--- config.mk ---
export PLATFORM = sky130hd
export DESIGN_NAME = rom_read_arbiter
export DESIGN_NICKNAME = d
export VERILOG_FILES = /design/src/rtl/rom_read_arbiter.sv
export SDC_FILE = /design/constraint.sdc
export NUM_CORES = 1
export LEC_CHECK = 0
export ABC_AREA = 1
export BUFFER_PORTS_ARGS = -buffer_cell sky130_fd_sc_hd__buf_2
export CORE_ASPECT_RATIO = 0.5
export CORE_MARGIN = 2
export CORE_UTILIZATION = 49
export DETAILED_ROUTE_END_ITERATION = 8
export HOLD_SLACK_MARGIN = 0.12
export PLACE_DENSITY = 0.83
export SLEW_MARGIN = 20
export SYNTH_ARGS = -nofsm -noshare
export SYNTH_HDL_FRONTEND = slang
export SYNTH_SLANG_ARGS = --single-unit
--- constraint.sdc ---
create_clock -name clk -period 2.45 [get_ports clk]
set_input_delay 0.1225 -clock clk [delete_from_list [all_inputs] [get_ports clk]]
set_output_delay 0.1225 -clock clk [all_outputs]
set_load 0.03 [all_outputs]
--- src/rtl/rom_read_arbiter.sv ---
// rom_read_arbiter: round-robin shares one combinational ROM between two valid/ready read ports
// ports: clk/rst (async, active-high); rN_req_* request channel and rN_resp_* response channel per port;
//        rom_addr/rom_data registered address out, combinational data in; busy high outside IDLE
module rom_read_arbiter #(
  parameter int ADDR_W = 32,
  parameter int DATA_W = 8,
  parameter int DEPTH  = 32
) (
  input  logic              clk,
  input  logic              rst,
  input  logic              r0_req_valid,
  input  logic [ADDR_W-1:0] r0_req_addr,
  output logic              r0_req_ready,
  output logic              r0_resp_valid,
  output logic [DATA_W-1:0] r0_resp_data,
  output logic              r0_resp_err,
  input  logic              r0_resp_ready,
  input  logic              r1_req_valid,
  input  logic [ADDR_W-1:0] r1_req_addr,
  output logic              r1_req_ready,
  output logic              r1_resp_valid,
  output logic [DATA_W-1:0] r1_resp_data,
  output logic              r1_resp_err,
  input  logic              r1_resp_ready,
  output logic [ADDR_W-1:0] rom_addr,
  input  logic [DATA_W-1:0] rom_data,
  output logic              busy
);
  typedef enum logic [1:0] {IDLE, FETCH, RESP} state_t;
  state_t state, state_nx;
  logic owner, last_owner, err_q, g0, g1, done, in_range;
  logic [DATA_W-1:0] data_q;
  always_comb begin
    g0 = state == IDLE && r0_req_valid && (!r1_req_valid || last_owner);
    g1 = state == IDLE && r1_req_valid && (!r0_req_valid || !last_owner);
    done = state == RESP && (owner ? r1_resp_ready : r0_resp_ready);
    in_range = rom_addr < ADDR_W'(DEPTH);
    state_nx = state == IDLE ? ((g0 || g1) ? FETCH : IDLE) :
               state == FETCH ? RESP : (done ? IDLE : RESP);
  end
  assign r0_req_ready  = g0;
  assign r1_req_ready  = g1;
  assign r0_resp_valid = state == RESP && !owner;
  assign r1_resp_valid = state == RESP && owner;
  assign r0_resp_data  = data_q;
  assign r1_resp_data  = data_q;
  assign r0_resp_err   = err_q;
  assign r1_resp_err   = err_q;
  assign busy          = state != IDLE;
  always_ff @(posedge clk or posedge rst)
    if (rst) state <= IDLE;
    else state <= state_nx;
  // last_owner starts at 1 so port 0 wins the first tie
  always_ff @(posedge clk or posedge rst)
    if (rst) begin
      owner <= 1'b0;
      last_owner <= 1'b1;
      rom_addr <= '0;
      data_q <= '0;
      err_q <= 1'b0;
    end else begin
      if (g0 || g1) begin
        owner <= g1;
        rom_addr <= g1 ? r1_req_addr : r0_req_addr;
      end
      if (state == FETCH) begin
        data_q <= in_range ? rom_data : '0;
        err_q <= !in_range;
      end
      if (done) last_owner <= owner;
    end
endmodule

==> key figures <==
Drt
  – Final ANT Viol Nets: 0
  – Vias per cell: 4.67
  – Routed vias: 2490
  – Detailed Route Iter0 Violations: 103
  – Avg WL per Cell: 12.1 um
  – Drt drc: 0
  – Routed wire length: 6.44 mm
  – DR pass1 iterations: 4

GRT
  – First-pass GRT wire length: 10.7 mm
  – Number of global-route vias before repair: 2409
  – GRT Total Usage: 22.8%
  – Gr ovfl total: 0
  – Largest net degree at the start of global routing: 60
  – Initial antenna violation count: 0

Setup path
  – Type of the worst setup path: reg -> reg
  – Worst R2R Start: state[1]$_DFF_PP0_
  – CP max FO: 59
  – Critical path endpoint: rom_addr[17]$_DFFE_PP0P_
  – Crit path cell chain: nor2_4 > nand2_2 > nand2_4 > o211ai_2 > dlygate4sd3_1
  – CP required: 2.64 ns
  – CP endpoint kind: flip-flop
  – FF-to-FF path depth: 5
  – Crit start category: flip-flop
  – Reg-to-reg setup timing slack: 0.29 ns
  – Slowest CP cell: dlygate4sd3_1
  – Critical path launch point: state[1]$_DFF_PP0_
  – Delay of the slowest cell on the worst path: 0.58 ns
  – Worst path arrival time: 2.35 ns
  – R2r endpoint: rom_addr[17]$_DFFE_PP0P_

Place
  – Placer Congestion: 0.773
  – Pre-CTS setup slack: 0.722 ns
  – Number of port buffers: 132
  – Dpl hpwl: 4.38 mm

Die
  – Core ar.: 0.00500 mm2
  – Starting Density: 51.7%
  – Chip width: 107 um
  – # rows: 18
  – Die H: 55.3 um
  – # IOs: 133
  – Die area: 0.00590 mm2

Power
  – Pwr per Cell Area: 1140 mW/mm2
  – Sw Share: 48.8%
  – Internal: 2.11 mW
  – Clk pwr share: 14.1%
  – Sw power: 2.01 mW
  – Leakage: 2.09 nW
  – Max IR drop VDD: 0.000726 V
  – Reg power frac: 30.1%
  – Combinational share of power: 55.8%

Yosys
  – Mapped Area: 0.00258 mm2
  – Synth warn: 0
  – Syn Area/Cell: 8.38 um2
  – Synth area leaders: dfrtp_1, nand2_1, inv_1
  – Yosys reg bits: 45
  – Synth async-reset ratio: 100%
  – Number of unique standard cell types used by synthesis: 25
  – Synth Flop Type: dfrtp_1
  – Count leader, synth: nand2_1
  – Post-synth EDFFs: 0
  – Post-synthesis sequential area ratio: 43.7%
  – Synthesized Nets: 386
  – Mapped Cells: 308
  – Synth area leader: dfrtp_1
  – Synth top area share: 42.6%
  – Commonest cells in the netlist: nand2_1, inv_1, dfrtp_1

Clock tree
  – Clk_lat worst skew: 0.30 ns
  – Num CTS Buffers: 5
  – CTS sink count: 45
  – CTS tree: done
  – Clock transition at the registers of the reported paths: 0.08 ns
  – Setup Buffers After CTS: 0
  – CTS root buf: clkbuf_8
  – Resize count post-CTS: 0
  – H-tree levels: 2
  – Clock Path Buffers: 2

Worst hold path
  – Worst hold path depth: 5
  – Worst min path class: in -> reg
  – Worst hold start: r0_req_addr[0]

Final layout
  – Area Overhead vs Synth: 40.0%
  – Flip-flop and latch area: 0.00113 mm2
  – Diode count: 0
  – Number of nets in the layout: 540
  – Fill cells: 396
  – Area taken by multi-input logic gates: 0.00102 mm2
  – Layout cells sized above 1: 38.0%

Timing
  – Setup Skew: 0.00850 ns
  – Setup_tns: 0 ns
  – Slew Limit Headroom: 37.9%
  – Period utilization: 88.1%
  – Actual slew at the worst max-slew pin: 0.930 ns
  – Max-slew violation count: 0
  – Final setup margin: 0.292 ns
  – Final setup vio count: 0
  – Achievable frequency: 463 MHz
  – RSZ-0062 raised after global routing: false
  – Hold Fails Final Rpt: 0
  – Period minus WS final: 2.16 ns

Status
  – Status: completed

Flow run
  – Max-cap violations: 0
-- kinds of logic (layout without fill, tap and decap cells) --
kind of cell | after synthesis | count (layout) | synth area share [%]
AO/OA/AOI/OAI | 60 | 60 | 19.2
flip-flops | 45 | 45 | 43.7
buffers and inverters | 86 | 241 | 17.0
AND/OR/NAND/NOR | 117 | 117 | 20.2
-- per-stage QoR --
stage	area (um2)	utilization [%]	total power [mW]	hold WS (ns)	instances
floorplan	2580	-	3.03	0.254	308
global placement	3150	63.0	3.45	0.349	490
detailed placement	3150	63.0	3.50	0.358	490
CTS	3610	72.3	4.14	0.133	533
global route	3610	72.3	4.40	0.143	533
finish	3610	72.3	4.12	0.134	533
-- layer usage --
metal	global-route usage, %	share of wire [%]	vias to the layer above
li1	-	-	1269
met1	28.5	43	1140
met2	39.8	51	65
met3	4.60	4.3	16
met4	7.61	2.3	0
met5	0	0	-
-- layout by cell type, fill, tap and decap left out, drive strengths merged --
| cell | netlist | layout |
|---|---|---|
| bufinv | 0 | 1 |
| clkbuf | 0 | 7 |
| o21ai | 27 | 27 |
| a21oi | 1 | 1 |
| buf | 22 | 134 |
| dlygate4sd3 | 0 | 35 |
| clkinv | 1 | 1 |
| nor2 | 12 | 12 |
| dfrtp | 44 | 44 |
| dfstp | 1 | 1 |
| nand3 | 8 | 8 |
| nand3b | 8 | 8 |
| nand2 | 86 | 86 |
| inv | 63 | 63 |
| nand4 | 1 | 1 |
| nor3b | 2 | 2 |
| o211ai | 32 | 32 |
-- what timing repair did --
item | 4_1_cts | 5_1_grt
endpoints found under the hold margin | 77 | 0
hold buffers | 35 | 0
endpoints found under the setup margin | 0 | 0
-- worst min path at each step --
stage | end | slack (ns)
3_5_place_dp | rom_addr[17]$_DFFE_PP0P_ | 0.36
6_report | rom_addr[0]$_DFFE_PP0P_ | 0.13
4_1_cts | r0_resp_data[5]$_DFFE_PP0N_ | 0.13
2_1_floorplan | last_owner$_DFFE_PP1P_ | 0.25
5_1_grt | rom_addr[4]$_DFFE_PP0P_ | 0.14
3_3_place_gp | rom_addr[17]$_DFFE_PP0P_ | 0.35
-- cell type report --
type | instances | share of cell area, %
tap | 70 | 2.42
multi-input combinational | 177 | 28.1
clock inverter | 1 | 0.831
clock buffer | 7 | 2.39
sequential | 45 | 31.2
inverter | 64 | 6.65
timing repair buffer | 169 | 28.4
-- flip-flops by register name, summed over array words and instances, names as in the netlist --
name and cells:
rom_addr 32, r0_resp_data 8, state 2, last_owner 1
owner 1, r0_resp_err 1
-- critical path, delay by kind of cell (launching register included) --
kind,cells,cell delay [ns]
flops,1,0.43
compound gates,1,0.13
simple gates,3,0.89
buf+inv,1,0.58
-- power groups by stage --
stage	clock network (mW)	registers, mW	logic (mW)
6_report	0.579	1.24	2.30
5_1_grt	0.622	1.28	2.50
4_1_cts	0.588	1.24	2.31
3_5_place_dp	0	1.25	2.25
3_3_place_gp	0	1.25	2.20
2_1_floorplan	0	1.78	1.25
Power figures use the tool's default switching activity.
